$ cat src/rtl/game_ctrl.sv
// Round sequencer for the space-shooter game: state, score, frame timer, LEDs.
// Gates ship motion/firing and restores obstacles at the start of each round.
module game_ctrl #(
    parameter int N_OBS       = 8,
    parameter int TIME_LIMIT  = 1800,
    parameter int TW          = 11,
    parameter int HOLD_FRAMES = 180
) (
    input  logic             clk,
    input  logic             reset,
    input  logic             frame_tick,
    input  logic             fire,
    input  logic [N_OBS-1:0] obs_alive,
    output logic             obs_clear,
    output logic             play_en,
    output logic [2:0]       state,
    output logic [7:0]       score,
    output logic [TW-1:0]    time_left,
    output logic [7:0]       leds
);

    localparam int HW = (HOLD_FRAMES < 2) ? 1 : $clog2(HOLD_FRAMES + 1);

    localparam logic [2:0] S_IDLE = 3'd0;
    localparam logic [2:0] S_ARM  = 3'd1;
    localparam logic [2:0] S_PLAY = 3'd2;
    localparam logic [2:0] S_WIN  = 3'd3;
    localparam logic [2:0] S_LOSE = 3'd4;

    logic [2:0]       state_q, state_d;
    logic             fire_q;
    logic [N_OBS-1:0] alive_q;
    logic [7:0]       score_q, score_d;
    logic [TW-1:0]    time_q, time_d;
    logic [HW-1:0]    hold_q, hold_d;
    logic [7:0]       leds_q, leds_d;

    logic             start;
    logic             all_up;
    logic             all_down;
    logic [N_OBS-1:0] hits;
    logic [3:0]       nhits;
    logic [8:0]       sum;

    assign start    = fire & ~fire_q;
    assign all_up   = &obs_alive;
    assign all_down = ~|obs_alive;
    assign hits     = alive_q & ~obs_alive;

    always_comb begin
        nhits = '0;
        for (int i = 0; i < N_OBS; i++) begin
            nhits = nhits + 4'(hits[i]);
        end
    end

    assign sum = {1'b0, score_q} + 9'(nhits);

    always_ff @(posedge clk or posedge reset) begin
        if (reset) begin
            state_q <= S_IDLE;
            fire_q  <= 1'b0;
            alive_q <= '0;
            score_q <= '0;
            time_q  <= '0;
            hold_q  <= '0;
            leds_q  <= '0;
        end else begin
            state_q <= state_d;
            fire_q  <= fire;
            alive_q <= obs_alive;
            score_q <= score_d;
            time_q  <= time_d;
            hold_q  <= hold_d;
            leds_q  <= leds_d;
        end
    end

    always_comb begin
        state_d = state_q;
        score_d = score_q;
        time_d  = time_q;
        hold_d  = hold_q;
        case (state_q)
            S_IDLE: begin
                hold_d = '0;
                if (start) begin
                    score_d = '0;
                    time_d  = TW'(TIME_LIMIT);
                    state_d = S_ARM;
                end
            end
            S_ARM: begin
                if (all_up) state_d = S_PLAY;
            end
            S_PLAY: begin
                score_d = sum[8] ? 8'hFF : sum[7:0];
                hold_d  = '0;
                // Clearing the field wins over a timeout in the same cycle.
                if (all_down) begin
                    state_d = S_WIN;
                end else if (frame_tick) begin
                    if (time_q == TW'(1)) begin
                        time_d  = '0;
                        state_d = S_LOSE;
                    end else begin
                        time_d = time_q - TW'(1);
                    end
                end
            end
            S_WIN, S_LOSE: begin
                if (frame_tick) begin
                    if (hold_q == HW'(HOLD_FRAMES - 1)) begin
                        hold_d  = '0;
                        state_d = S_IDLE;
                    end else begin
                        hold_d = hold_q + HW'(1);
                    end
                end
            end
            default: state_d = S_IDLE;
        endcase
    end

    always_comb begin
        obs_clear = (state_q == S_ARM);
        play_en   = (state_q == S_PLAY);
        case (state_d)
            S_PLAY:  leds_d = 8'(obs_alive);
            S_WIN:   leds_d = 8'hFF;
            S_LOSE:  leds_d = 8'hAA;
            default: leds_d = 8'h00;
        endcase
    end

    assign state     = state_q;
    assign score     = score_q;
    assign time_left = time_q;
    assign leds      = leds_q;

endmodule

$ cat config.mk
export PLATFORM = sky130hd
export DESIGN_NAME = game_ctrl
export DESIGN_NICKNAME = d
export VERILOG_FILES = /design/src/rtl/game_ctrl.sv
export SDC_FILE = /design/constraint.sdc
export NUM_CORES = 1
export LEC_CHECK = 0
export CAP_MARGIN = 10
export CORE_MARGIN = 3
export CORE_UTILIZATION = 45
export DETAILED_ROUTE_END_ITERATION = 12
export PLACE_DENSITY = 0.74
export REMOVE_ABC_BUFFERS = 1
export SYNTH_ARGS = -nofsm -noshare
export SYNTH_HDL_FRONTEND = slang
export SYNTH_SLANG_ARGS = --single-unit
$ cat constraint.sdc
create_clock -name clk -period 4.13 [get_ports clk]
set_clock_uncertainty 0.2 [all_clocks]
set_input_delay 0.6195 -clock clk [delete_from_list [all_inputs] [get_ports clk]]
set_output_delay 0.6195 -clock clk [all_outputs]
set_load 0.005 [all_outputs]
==> flow_summary.ini <==
[placed_design]
dp_cells = 368
dpl_cell_area_sq_um = 3050
io_buffer_count = 43
pre_cts_slack_ns = -0.6266
gp_congestion = 0.8646
dp.final_hpwl_um = 4127

[synth]
synth_ff_type = dfrtp_1
synth-compound-area-share_pct = 20.48
synth_async_sr_flop_share_pct = 100.0
avgSynthCellArea_sq_um = 9.848
yosys.area_share.simple_pct = 20.93
syn_area_sq_um = 2511
synth_edf_count = 0
synth_common_cells = 47 x dfrtp_1, 27 x nor2_1, 21 x a21oi_1
synthXorXnorAreaFrac_pct = 0.6976
synth_top_cell_by_area = dfrtp_1
synth_area_leaders = dfrtp_1 47%, ha_1 4.5%, a21oi_1 4.2%
synth_top_family_by_area = simple AND/OR/NAND/NOR gates
ys_seq_elements = 47
yosysWarningCount = 0
synth_cell_type_count = 51
synth_top_area_share_pct = 46.84
synth-adder-area-share_pct = 8.470
synthCells = 255
synth_seq_area_share_pct = 46.84
muxShareOfSynthArea_pct = 0
post-synth-top-count-cell = dfrtp_1

[detailed_routing]
drtPass1Iterations = 4
viasPerCell = 5.537
routed_wl_um = 5842
ant_nets = 0
drc = 0
wl_per_cell_um = 15.46
drt_iter0_markers = 89
vias = 2093

[timing]
slew_violations = 0
relSlewSlack_pct = 36.81
hold_viol_final = 0
setup_viol = 0
final.period_utilization_pct = 95.68
fin_ws_ns = 0.1782
fmax_mhz = 253.1
rsz0062_at_grt = false
worst_pin_slew_ns = 0.9465
fin_crit_ns = 3.952

[setup_path]
startpoint = obs_alive[0]
critPathCapture = score[5]
r2r_cells = 14
critPathSlowestCell = fa_1
end_kind = flop
worstPathRequired_ns = 4.10
cpPeakStageDelay_ns = 0.52
path_delay_family = adder cells
critPathKind = in2reg
cp-start-kind = input pin
arrival_ns = 3.93
rrSetupSlack_ns = 0.27
critical_path_cell_count = 15
timing.rr.end = score[5]
crit_top_cell = fa_1
timing.rr.start = alive_q[0]
cp_num_buf_inv = 5
cp_cell_sequence = dlygate4sd2_1 -> nor2b_2 -> fa_1 -> inv_1 -> fa_1 -> inv_1 -> fa_1 -> fa_2 -> buf_4 -> buf_4 -> a211o_1 -> a21oi_2 -> nor2_1 -> o21ai_0 -> a31oi_1
path_max_fanout = 2

[floorplan]
row_count = 26
die_area_sq_um = 6512
die_h_um = 80.70
core_sq_um = 5238
ios = 44
initial_core_util_pct = 47.95
die-width_um = 80.70

[pwr]
p_clk_share_pct = 19.6
pwr_density_cell_nw_per_um2 = 621.5
p_int_uw = 1298
power_frac_comb_pct = 45.3
p_switching_uw = 705.3
leakage_uw = 0.001421
switching_share_pct = 35.21
vdd_drop_max_mv = 0.3893
power_uw = 2003
seqPwrFrac_pct = 35.1

[layout]
drive_gt1_share_pct = 9.740
finalNonFillerCells = 378
syn_to_final_growth_pct = 28.35
diodes = 0
design_area_sq_um = 3223
post-route-util_pct = 61.54
num-nets-final = 333

[clocking]
cts_root_buffer = clkbuf_8
cts_sinks = 47
cts_buffer_depth = 2
htreeDepth = 2
cts_tree = built
cts_buffers = 5
clk_pin_slew_ns = 0.09
clk_latency_ns = 0.29

[flow_run]
drv_cap = 0

[hold_path]
hold_path_class = reg2reg

[global_routing]
track_usage_pct = 19.51
grt-ovfl-total = 0
grt_pass1_vias = 2081
grt_max_degree = 48
antenna_found_initial = 0
grt_pass1_wl_um = 9929

[outcome]
status = complete, no violations
## placed cells by master (no fill, tap or decap), types with 3 or more instances in the layout
cell / n
a211o_1: 3
a21o_1: 7
a21oi_1: 19
a31oi_1: 8
and3_1: 5
buf_4: 8
clkbuf_8: 5
clkdlybuf4s50_1: 41
dfrtp_1: 47
fa_1: 3
ha_1: 9
inv_1: 10
nand2_1: 17
nand2b_1: 5
nand3_1: 7
nor2_1: 27
nor2b_1: 9
nor3_1: 6
o21a_1: 5
o21ai_0: 13
o31ai_1: 4
or4_1: 3
## power groups by stage
stage                     Combinational [uW]  Sequential, uW  Clock, uW
after global routing                    1010             726        425
after CTS                                903             702        405
after detailed placement                 868             707          0
final                                    906             704        393
after floorplan                          484             690          0
after global placement                   839             705          0
## cell type report
class                   count  area, sq um
fillers                   447         2014
multi-input cells         191         1297
flip-flops and latches     47         1176
repair buffers             51        488.0
well taps                  70        87.58
clock buffers               6        72.57
clock inverters             2        60.06
inverters                  11        41.29
## registers in the layout, indices dropped and copies added (netlist names)
register   count
alive_q        8
fire_q         1
hold_q         8
leds           8
score          8
state          3
time_left     11
## through the flow
stage          hold slack, ns  TNS (ns)
2_1_floorplan          0.2451         0
3_3_place_gp           0.2784    -4.079
3_5_place_dp           0.2765    -4.808
4_1_cts                0.2938         0
5_1_grt                0.3219         0
6_report               0.2957         0
## worst min path at each step
stage | from | end | slack, ns | cells after the start
finish | hold_q[7] | hold_q[7] | 0.30 | 1
global route | hold_q[7] | hold_q[7] | 0.32 | 1
CTS | hold_q[7] | hold_q[7] | 0.29 | 1
detailed placement | hold_q[7] | hold_q[7] | 0.28 | 1
global placement | hold_q[7] | hold_q[7] | 0.28 | 1
floorplan | hold_q[7] | hold_q[7] | 0.25 | 1
## kinds of logic (layout without fill, tap and decap cells)
kind of cell	Yosys count	in the layout
AND/OR/NAND/NOR	97	97
AO/OA/AOI/OAI	78	78
flip-flops	47	47
buffers and inverters	17	70
adder cells (fa/ha/maj)	14	14
XOR/XNOR	2	2
## metal layers
layer	GRT usage [%]	up-vias	routed length (um)
met1	26.38	986	2724
met5	0	-	0
met4	6.419	0	86
met3	3.924	10	358
met2	31.46	74	2673
li1	-	1023	-
## repair_timing
item,CTS,global route
setup buffers,2,0
gates resized for setup,9,0
hold buffers,0,0
endpoints found under the setup margin,8,0
(Power assumes the default switching activity.)
